`src/rtl/id_pkg.sv`:
```
// Shared constants for the identifier scanner: FSM state encoding, character
// class codes and the ASCII ranges that define them.
package id_pkg;

    localparam logic [1:0] S_IDLE  = 2'd0;
    localparam logic [1:0] S_ALPHA = 2'd1;
    localparam logic [1:0] S_DIGIT = 2'd2;
    localparam logic [1:0] S_SKIP  = 2'd3;

    localparam logic [1:0] CLS_OTHER = 2'd0;
    localparam logic [1:0] CLS_DIGIT = 2'd1;
    localparam logic [1:0] CLS_ALPHA = 2'd2;

    localparam logic [7:0] ASCII_0    = 8'h30;
    localparam logic [7:0] ASCII_9    = 8'h39;
    localparam logic [7:0] ASCII_UC_A = 8'h41;
    localparam logic [7:0] ASCII_UC_Z = 8'h5A;
    localparam logic [7:0] ASCII_LC_A = 8'h61;
    localparam logic [7:0] ASCII_LC_Z = 8'h7A;

endpackage

```
`src/rtl/id_scanner_char_class.sv`:
```
// Combinational character classifier: maps an ASCII byte to DIGIT, ALPHA or
// OTHER.
module char_class
    import id_pkg::*;
(
    input  logic [7:0] char,
    output logic [1:0] cls
);

    always_comb begin
        cls = CLS_OTHER;
        if (char >= ASCII_0 && char <= ASCII_9)
            cls = CLS_DIGIT;
        else if ((char >= ASCII_UC_A && char <= ASCII_UC_Z) ||
                 (char >= ASCII_LC_A && char <= ASCII_LC_Z))
            cls = CLS_ALPHA;
    end

endmodule

```
`src/rtl/id_scanner.sv`:
```
// Streaming scanner for letters-then-digits identifiers: flags each extending
// digit, reports token length on termination and keeps a saturating count.
module id_scanner
    import id_pkg::*;
#(
    parameter int LEN_W  = 6,
    parameter int CNT_W  = 16,
    parameter int STRICT = 0
) (
    input  logic             clk,
    input  logic             reset_n,
    input  logic [7:0]       char,
    input  logic             char_valid,
    input  logic             cnt_clr,
    output logic             out,
    output logic             tok_done,
    output logic [LEN_W-1:0] tok_len,
    output logic [CNT_W-1:0] tok_cnt
);

    function automatic logic [LEN_W-1:0] len_sat_inc(input logic [LEN_W-1:0] v);
        return (&v) ? v : v + LEN_W'(1);
    endfunction

    function automatic logic [CNT_W-1:0] cnt_sat_inc(input logic [CNT_W-1:0] v);
        return (&v) ? v : v + CNT_W'(1);
    endfunction

    logic [1:0]       cls;
    logic [1:0]       state_p0;
    logic [1:0]       state_nxt;
    logic [LEN_W-1:0] run_len_p0;
    logic             out_nxt;
    logic             done_nxt;
    logic             len_load;
    logic             len_inc;

    char_class u_char_class (
        .char (char),
        .cls  (cls)
    );

    always_comb begin
        state_nxt = state_p0;
        out_nxt   = 1'b0;
        done_nxt  = 1'b0;
        len_load  = 1'b0;
        len_inc   = 1'b0;
        case (state_p0)
            S_IDLE: begin
                if (cls == CLS_ALPHA) begin
                    state_nxt = S_ALPHA;
                    len_load  = 1'b1;
                end else if (cls == CLS_DIGIT && STRICT != 0) begin
                    state_nxt = S_SKIP;
                end
            end
            S_ALPHA: begin
                if (cls == CLS_ALPHA) begin
                    len_inc = 1'b1;
                end else if (cls == CLS_DIGIT) begin
                    state_nxt = S_DIGIT;
                    out_nxt   = 1'b1;
                    len_inc   = 1'b1;
                end else begin
                    state_nxt = S_IDLE;
                end
            end
            S_DIGIT: begin
                if (cls == CLS_DIGIT) begin
                    out_nxt = 1'b1;
                    len_inc = 1'b1;
                end else begin
                    // Any non-digit closes the token; a letter may open the next one.
                    done_nxt = 1'b1;
                    if (cls == CLS_OTHER) begin
                        state_nxt = S_IDLE;
                    end else if (STRICT != 0) begin
                        state_nxt = S_SKIP;
                    end else begin
                        state_nxt = S_ALPHA;
                        len_load  = 1'b1;
                    end
                end
            end
            default: begin
                if (cls == CLS_OTHER)
                    state_nxt = S_IDLE;
            end
        endcase
    end

    // Registered stage: state, run length and all outputs
    always_ff @(posedge clk or negedge reset_n) begin
        if (!reset_n) begin
            state_p0   <= S_IDLE;
            run_len_p0 <= '0;
            out        <= 1'b0;
            tok_done   <= 1'b0;
            tok_len    <= '0;
            tok_cnt    <= '0;
        end else begin
            out      <= char_valid & out_nxt;
            tok_done <= char_valid & done_nxt;
            if (char_valid) begin
                state_p0 <= state_nxt;
                if (len_load)
                    run_len_p0 <= LEN_W'(1);
                else if (len_inc)
                    run_len_p0 <= len_sat_inc(run_len_p0);
                if (done_nxt)
                    tok_len <= run_len_p0;
            end
            if (cnt_clr)
                tok_cnt <= '0;
            else if (char_valid && done_nxt)
                tok_cnt <= cnt_sat_inc(tok_cnt);
        end
    end

endmodule

```
`config.mk`:
```
export PLATFORM = sky130hd
export DESIGN_NAME = id_scanner
export DESIGN_NICKNAME = d
export VERILOG_FILES = /design/src/rtl/id_pkg.sv /design/src/rtl/id_scanner_char_class.sv /design/src/rtl/id_scanner.sv
export SDC_FILE = /design/constraint.sdc
export NUM_CORES = 1
export LEC_CHECK = 0
export CAP_MARGIN = 20
export CORE_ASPECT_RATIO = 1.75
export CORE_MARGIN = 2
export CORE_UTILIZATION = 50
export DETAILED_ROUTE_END_ITERATION = 12
export PLACE_DENSITY = 0.81
export REMOVE_ABC_BUFFERS = 1
export SETUP_SLACK_MARGIN = 0.5
export SLEW_MARGIN = 20
export SYNTH_ARGS = -nofsm -noshare
export SYNTH_HDL_FRONTEND = slang
export SYNTH_SLANG_ARGS = --single-unit
```
`constraint.sdc`:
```
create_clock -name clk -period 2.5 [get_ports clk]
set_input_delay 0.75 -clock clk [delete_from_list [all_inputs] [get_ports clk]]
set_output_delay 0.75 -clock clk [all_outputs]
set_load 0.01 [all_outputs]
```
; After elaboration in Yosys (flattened, before gate mapping)
; Cells that the tools add are included.
[word_totals]
regBits = 32
input_bits = 12
out_inout_bits = 24
elab_cells = 67
[classes]
add_sub_neg = 2
n_lt_le_gt_ge = 6
eq_ne = 9
n_mux = 26
bitwise_logic = 2
reduce_logical = 16
[ops]
columns = cell, count
row1 = 16-bit two-way mux, 3
row2 = 6-bit two-way mux, 3
row3 = 16-bit by 1-bit adder with 16-bit output (second input constant), 1
row4 = 8-bit by 7-bit >= comparator with 1-bit output (second input constant), 2
row5 = 8-bit by 7-bit less-or-equal comparator with 1-bit output (second input constant), 2
row6 = 16-bit AND reduction, 1
row7 = 2-bit two-way mux, 7
row8 = 2-bit inequality test (second input constant), 5
row9 = 1-bit two-way mux, 9
row10 = 8-bit by 6-bit >= comparator with 1-bit output (second input constant), 1
row11 = 8-bit by 6-bit less-or-equal comparator with 1-bit output (second input constant), 1
row12 = 6-bit by 1-bit adder with 6-bit output (second input constant), 1
row13 = 1-bit case mux with 2 select lines, 3
row14 = 2-bit case mux with 3 select lines, 1
row15 = 6-bit AND reduction, 1
row16 = 5-bit AND reduction, 1
row17 = 2-bit by 1-bit == test with 1-bit output (second input constant), 2
row18 = 2-bit == test (second input constant), 2
row19 = 1-bit logical AND, 4
row20 = 2-bit logical NOT, 2
row21 = 2-bit AND reduction, 2
row22 = 2-bit nonzero test, 2
row23 = 4-bit nonzero test, 1
row24 = 3-bit AND reduction, 1
row25 = other kinds (2), 3

; Longest topological paths before layout
[depth]
depth_word = 11
ltp_mapped = 11
depth_no_buf = 9

; By module
; Synthesis repeated with hierarchy kept, for this count alone.
[unflattened]
hier_cells = 195
area_unflattened_um2 = 1843.0
[by_module_without_submodules]
columns = module, n_inst, cells_per_inst, area_each_um2, seq_area_each_um2
row1 = id_scanner, 1, 187, 1790.5, 800.8
row2 = char_class, 1, 8, 52.6, 0.0

; Least setup slack after synthesis
; OpenSTA, ideal clock, no wires.
[synth_path]
path_type = input port to flip-flop
from = input char[1]
to = register run_len_p0[5]
setup_time_ps = 120
t_arrival_ps = 2184
required_ps = 2380
slack_ps = 196
cell_stages = 6
n_path_buf = 0
cell_sequence = or4_4 o21ai_4 nor3b_2 o311ai_4 nor2_2 a31o_1
[synth_between]
elab_chain_cells = 11
elab_cells_between_ends = 26
classes_between = order compare: 6 / eq/ne: 3 / mux: 10 / reduce/logical: 7
[synth_rtl]
columns = item, line
row1 = from (decl), id_scanner.sv:12  ; input logic [7:0] char,
row2 = 8-bit by 7-bit >= comparator with 1-bit output (tied with other cells), id_scanner_char_class.sv:14  ; else if ((char >= ASCII_UC_A && char <= ASCII_UC_Z) ||
row3 = 1-bit logical AND (on tied branches), "id_scanner_char_class.sv:14, id_scanner_char_class.sv:15"
row4 = 1-bit logical OR, id_scanner_char_class.sv:14
row5 = 2-bit two-way mux, id_scanner_char_class.sv:14
row6 = 2-bit two-way mux (*), id_scanner_char_class.sv:12  ; if (char >= ASCII_0 && char <= ASCII_9)
row7 = 2-bit logical NOT / 2-bit by 1-bit == test with 1-bit output (equally long branches), "id_scanner.sv:76, id_scanner.sv:61, id_scanner.sv:70"
row8 = 1-bit two-way mux (on tied branches), "id_scanner.sv:76, id_scanner.sv:61, id_scanner.sv:70"
row9 = 1-bit two-way mux (on tied branches), "id_scanner.sv:70, id_scanner.sv:59"
row10 = 1-bit case mux with 2 select lines, id_scanner.sv:49  ; case (state_p0)
row11 = 2-bit inequality test (no line) / 2-bit nonzero test (equally long branches), -
row12 = 3-bit AND reduction (no line), -
row13 = to (signal assigned), id_scanner.sv:110  ; run_len_p0 <= len_sat_inc(run_len_p0);
row14 = to (decl), id_scanner.sv:32  ; logic [LEN_W-1:0] run_len_p0;
; Every way passes the cells marked *; elsewhere a longest branch is shown, timed or not.
; A chain may end at the register's enable or synchronous reset.

; Final worst setup path
[layout_path]
from = input char[3]
to = register run_len_p0[4]
; The elaborated chain is that of the path after synthesis.

==> out/metrics.cfg <==
[routing]
routed.top_layer=met4
drtAntennaViolNets=0
wl_per_cell_um=16.2
dr_wl_met2_mm=2.77
drt-met1-wl_mm=1.57
drt-total-wl_mm=4.68
avgViaCountPerCell=5.77
drc=0
vias=1672
route.met3.wl_um=189
firstDrtPassIters=4
drt_iter0_markers=38

[global_routing]
antenna_found_initial=0
grt_max_degree=33
grt_pass1_vias=1685
grt_first_pass_wirelength_mm=7.46
grtUsageTotal_pct=25.1
grt_overflow=0

[pwr]
vdd_drop_max_mv=0.464
p_sw_share_pct=32.2
p_leak_uw=0.00121
p_clk_share_pct=25.2
p_sw_uw=448
pwr-share-seq_pct=44.0
powerDensity_mw_per_mm2=536
intPower_uw=943
p_comb_share_pct=30.8
fin_total_pwr_uw=1390

[synthesis]
ys_warn_count=0
avgSynthCellArea_um2=9.88
netlist_instances=175
synth_seq_cells=32
netlist_area_mm2=0.00173
ys_types=41
ys_seq_area_share_pct=46.3

[critical_path]
crit_chain=buf_6 -> or4_4 -> o21ai_4 -> buf_4 -> buf_4 -> nor3_4 -> a31oi_1 -> o21ai_1 -> o41ai_1
crit_fanout=6
worstPathArrival_ns=2.33
critPathKind=in2reg
crit_path_start=char[3]
critPathCapture=run_len_p0[4]$_DFFE_PN0P_
critPathSlowestCell=or4_4
required_ns=2.62
path_common_cell=buf_4
end_kind=flip-flop
reg2regPathDepth=9
reg2reg_from=run_len_p0[0]$_DFFE_PN0P_
cp_slowest_stage_delay_ns=0.53
r2r-end=run_len_p0[3]$_DFFE_PN0P_
cp-start-kind=input port
timing.reg2reg.setup_slack_ns=0.39

[clocking]
clk_pin_slew_ns=0.06
cts_tree=done
h-tree-depth=2
numClockSinks=32
clk_latency_ns=0.28
numCtsBuffers=5
cts_max_path_buffers=2
hold_buffers=0
cts_root_buffer=clkbuf_8

[timing]
setup_viol=0
fmax_mhz=452
hold_violations=0
final_max_slew_viol_count=0
skew_ns=0.00367
fin_crit_sh_pct=88.4
worstMarginPinSlew_ns=0.644
rsz0062_at_grt=yes
whs_ns=0.506
post-route-min-period_ns=2.21
fin_tns_setup_ns=0
slew-limit-headroom_pct=56.9

[run]
cap_violations=0

[finish]
nets=265
drive_above_1_share_pct=34.7
areaGrowthSynthToFinish_pct=50.2
layout.cells.non_filler=290
multi_input_area_mm2=0.00103
antennaDiodeCount=0
utilization_pct=78.0
fillCellCount=219
register_area_um2=802

[floorplanning]
core_mm2=0.00333
die_h_um=81.8
initial_core_util_pct=52.0
die_w_um=48.5
boundaryPins=36
rows=28
die_area_mm2=0.00396

[placement]
gp_congestion=0.817
hpwl_mm=3.01
place_inst=264
port_buffers=35

[hold_path]
holdCritPathClass=reg2reg

[run_status]
status=complete, no violations

## cell type report
cell class | count | share of cell area, %
tap | 45 | 2.17
inverter | 5 | 0.723
timing repair buffer | 70 | 23.9
clock buffer | 5 | 2.65
multi-input combinational | 133 | 39.7
sequential | 32 | 30.9
## cell families (layout without fill, tap and decap cells)
kind of cell    count (synthesis)  after routing  synth area share [%]
simple gates                   71             71                  20.5
fa+ha+maj                       6              6                  4.34
compound gates                 36             36                  15.4
flops                          32             32                  46.3
mux                             8              8                  5.06
buf+inv                        10             80                  2.32
xor+xnor                       12             12                  6.08
## metal layers
layer | track usage, % | up-vias
li1 | - | 777
met1 | 21.4 | 826
met2 | 53.3 | 55
met3 | 4.55 | 14
met4 | 13.4 | 0
met5 | 0 | -
## Yosys cell counts, drive strengths merged
cell / instances / share of area, %
a211o: 1 / 0.51
a211oi: 1 / 0.72
a21boi: 1 / 0.43
a21o: 1 / 0.51
a21oi: 5 / 1.4
a22o: 1 / 0.51
a22oi: 1 / 0.43
a31o: 1 / 0.51
a31oi: 1 / 0.36
a41o: 1 / 0.58
and3: 3 / 1.1
and4: 2 / 1.0
buf: 3 / 0.80
clkbuf: 2 / 0.43
dfrtp: 32 / 46
ha: 6 / 4.3
inv: 5 / 1.1
mux2: 6 / 3.9
mux2i: 2 / 1.2
nand2: 13 / 2.8
nand3: 7 / 2.0
nand3b: 1 / 0.43
nand4: 9 / 3.3
nor2: 25 / 5.6
nor2b: 1 / 0.36
nor3: 5 / 1.4
nor3b: 1 / 0.72
o2111a: 1 / 0.65
o21a: 1 / 0.43
o21ai: 15 / 5.0
o22ai: 1 / 0.36
o311ai: 1 / 1.5
o31ai: 1 / 0.43
o41ai: 2 / 1.0
or3: 3 / 1.1
or4: 1 / 0.65
xnor2: 2 / 1.0
xor2: 10 / 5.1
## flip-flops by register name, indices dropped and copies added, names as in the netlist
name        cells
tok_done        1
tok_cnt        16
state_p0        2
tok_len         6
out             1
run_len_p0      6
## stage by stage
stage | worst slack (ns) | instance area (um2)
after floorplan | 0.196 | 1710
after global placement | -0.243 | 2220
after detailed placement | -0.322 | 2220
after CTS | 0.312 | 2460
after global routing | 0.218 | 2600
final | 0.289 | 2600
## power by group through the flow
stage	combinational, uW	clock (uW)	sequential [uW]
2_1_floorplan	194	0	607
3_3_place_gp	314	0	608
3_5_place_dp	326	0	616
4_1_cts	372	348	608
5_1_grt	474	369	618
6_report	429	350	612
## what timing repair did
action                     CTS  global route
setup endpoints to repair   39            28
setup buffers               14             7
pin swaps                   14            24
gates resized for setup     55            27
## worst min path at each step
stage | from | to | slack, ns | cells after the start
6_report | tok_len[2]$_DFFE_PN0P_ | tok_len[2]$_DFFE_PN0P_ | 0.51 | 1
5_1_grt | tok_len[2]$_DFFE_PN0P_ | tok_len[2]$_DFFE_PN0P_ | 0.52 | 1
4_1_cts | tok_len[2]$_DFFE_PN0P_ | tok_len[2]$_DFFE_PN0P_ | 0.51 | 1
3_5_place_dp | tok_len[2]$_DFFE_PN0P_ | tok_len[2]$_DFFE_PN0P_ | 0.50 | 1
3_3_place_gp | tok_len[5]$_DFFE_PN0P_ | tok_len[5]$_DFFE_PN0P_ | 0.47 | 2
2_1_floorplan | reset_n | out$_DFF_PN0_ | 0.45 | 0
## worst max-delay path, delay by kind of cell
| kind | cells | cell delay, ns |
|---|---|---|
| AO/OA/AOI/OAI | 4 | 0.61 |
| buffers and inverters | 3 | 0.37 |
| AND/OR/NAND/NOR | 2 | 0.59 |
## placed cells by master (no fill, tap or decap), drive strengths merged, types with 2 or more instances in the layout
master,n
dlymetal6s2s,4
xor2,10
nor3,5
mux2,6
nor2,25
clkdlybuf4s50,18
nand2,13
xnor2,2
o41ai,2
inv,5
buf,39
dfrtp,32
nand3,7
clkbuf,6
and3,3
o21ai,15
or3,3
mux2i,2
ha,6
a21oi,5
and4,2
dlygate4sd2,7
nand4,9
Power figures use the tool's default switching activity.
==> patch (config.mk and constraints unchanged) <==
`LEN_W`: 6 -> 8.
--- a/src/rtl/id_scanner.sv
+++ b/src/rtl/id_scanner.sv
@@ -3,7 +3,7 @@
 module id_scanner
     import id_pkg::*;
 #(
-    parameter int LEN_W  = 6,
+    parameter int LEN_W  = 8,
     parameter int CNT_W  = 16,
     parameter int STRICT = 0
 ) (
Ports: changed (resized tok_len); port bits go from 36 to 38. The function was not compared with the original's and may differ.
==> patch against the unedited design <==
  * Critical path depth is 3 lower
  * Non-clock buffer count is 1 lower
  * Wire length is 0.41% lower
  * Sequential power is 5.6% higher
  * Combinational power is 32% lower
  * Worst setup slack better by 0.062 ns
  * Final area is 7.1% higher
  * Largest cell class unchanged
  * Via count hardly changed
  * Die area is 6.4% higher
  * Total power is 4.9% lower
  * Sequential cell count is 4 higher
  * Synthesized area is 6.9% higher
  * Largest power group unchanged
==> patch: results (changes against the unedited design) <==
| Metric | Value |
|---|---|
| Status | `finished clean` |
| Netlist cell types | `41 (unchanged)` |
| Worst EP arrival | `2.35 ns (+0.02 ns)` |
| Synth cell count leaders | `36 x dfrtp_1, 22 x nor2_1, 13 x nand2_1, 11 x nand3_1, 10 x xor2_1` |
| Root Driver | `clkbuf_8` |
| Post-synthesis compound-gate area fraction | `11.2% (-4.2 points)` |
| Setup Skew | `0.00528 ns (+0.00162 ns)` |
| Measured slew at the worst slew-check pin | `0.611 ns (-0.0333 ns)` |
| Placer congestion estimate | `0.868 (+6.3%)` |
| Inserted Clock Buffers | `5 (unchanged)` |
| Layout cells sized above 1 | `34.4% (-0.29 points)` |
| Routed len/inst | `15.8 µm (-2.4%)` |
| Top flop regs | `tok_cnt (16), run_len_p0 (8), tok_len (8)` |
| First-pass GRT wire length | `7.22 mm (-3.1%)` |
| CP max FO | `4 (-2)` |
| Total vias in the final route | `1,673 (+0.060%)` |
| Port Buf Inserts | `37 (+5.7%)` |
| Hold path cells | `1 (unchanged)` |
| CP endpoint | `run_len_p0[6]` |
| Leak | `1.34 nW (+10%)` |
| Worst skew pair latency | `0.29 ns` |
| Clock-pin slew on the worst setup and hold paths | `0.06 ns (about the same)` |
| Post-synthesis mux area share | `4.87% (-0.19 points)` |
| Top_reg_cell synth | `dfrtp_1` |
| Final nets | `268 (+1.1%)` |
| Adder-Cell Fraction of Synth Area | `4.06% (-0.28 points)` |
| Vias in the first global route | `1,708 (+1.4%)` |
| Largest net degree at the start of global routing | `37 (+12%)` |
| Hold Startpoint | `tok_len[2]` |
| Register-to-register setup slack | `0.41 ns (+0.02 ns)` |
| Post-synth EDFFs | `0 (unchanged)` |
| Hold WC Path Type | `flip-flop to flip-flop` |
| Crit Reg-Reg Startpoint | `state_p0[1]` |
| Launch point of the worst path | `char[3]` |
| Starting DRT DRC Count | `39 (+2.6%)` |
| CTS HTree Levels | `2 (unchanged)` |
| Synthesis Warnings | `0 (unchanged)` |
| ANT cells | `0 (unchanged)` |
| DP HPWL | `2.90 mm (-3.7%)` |
| Synth top area cells | `dfrtp_1 49%, mux2_2 4.9%, xor2_1 4.7%, nor2_1 4.5%, ha_1 4.1%` |
| GRT Resource Usage Total | `22.6% (-2.5 points)` |
| Initial antenna violation count | `0 (unchanged)` |
| DR pass1 iterations | `4 (unchanged)` |
| Worst R2R End | `run_len_p0[5]` |
| Synth Area in XOR/XNOR | `7.11% (+1.0 points)` |
| Clock Path Buffers | `2 (unchanged)` |
| VDD IR max | `0.459 mV (-1.1%)` |
| Largest stage delay on the critical path | `0.54 ns` |
| Reg2Reg Depth | `8 (-1)` |
| Post-synthesis async set-or-reset flop share | `100% (unchanged)` |
| Sequential cell area fraction in the yosys report | `48.7% (+2.4 points)` |
| Critical Path Slowest Stage Cell | `or4_4` |
## patch: layer usage
| metal | track usage (%) | wire [µm] |
|---|---|---|
| met5 | 0 | 0 |
| met4 | 13.6 | 191 |
| met3 | 4.80 | 152 |
| met2 | 42.8 | 2710 |
| met1 | 20.9 | 1610 |
## patch: report_power, final
part           switching, mW  internal [mW]
Combinational          0.152          0.142
Clock                  0.194          0.189
Sequential            0.0334          0.613
Total                  0.379          0.943
## patch: worst min path at each step
stage	endpoint	slack [ns]
6_report	tok_len[2]	0.51
5_1_grt	tok_len[1]	0.53
4_1_cts	run_len_p0[6]	0.50
3_5_place_dp	run_len_p0[6]	0.49
3_3_place_gp	run_len_p0[6]	0.48
2_1_floorplan	out	0.45
## patch: critical path: cells and delay by family
family,cells,cell delay (ns)
AO/OA/AOI/OAI,2,0.35
AND/OR/NAND/NOR,3,1.16
buffers and inverters,1,0.09
## patch: per-stage QoR
step | setup WS, ns | hold slack [ns] | power [mW] | cell area [µm²] | instances
global route | 0.318 | 0.528 | 1.39 | 2780 | 296
finish | 0.351 | 0.507 | 1.32 | 2780 | 296
CTS | 0.428 | 0.498 | 1.26 | 2560 | 289
floorplan | -0.0319 | 0.454 | 0.759 | 1830 | 174
global placement | -0.186 | 0.476 | 0.858 | 2350 | 270
detailed placement | -0.275 | 0.491 | 0.864 | 2350 | 270
## patch: layout make-up
class / count / area (µm²)
Clock buffer: 6 / 72.6
Fill cell: 216 / 810
Clock inverter: 1 / 5.00
Multi-Input combinational cell: 131 / 1070
Timing Repair Buffer: 69 / 653
Tap cell: 46 / 57.6
Inverter: 7 / 26.3
Sequential cell: 36 / 902
## patch: cell families (layout without fill, tap and decap cells)
| group | Yosys count | in the layout |
|---|---|---|
| AND/OR/NAND/NOR | 75 | 75 |
| flip-flops | 36 | 36 |
| AO/OA/AOI/OAI | 27 | 27 |
| XOR/XNOR | 15 | 15 |
| buffers and inverters | 12 | 83 |
| multiplexers | 8 | 8 |
| adder cells (fa/ha/maj) | 6 | 6 |
## patch: what timing repair did
| item | CTS | global route |
|---|---|---|
| cloned | 1 | 0 |
| hold endpoints to repair | 0 | 0 |
| setup buffers | 11 | 7 |
| endpoints found under the setup margin | 40 | 28 |
| gates resized for setup | 54 | 40 |
| pin swaps | 14 | 19 |
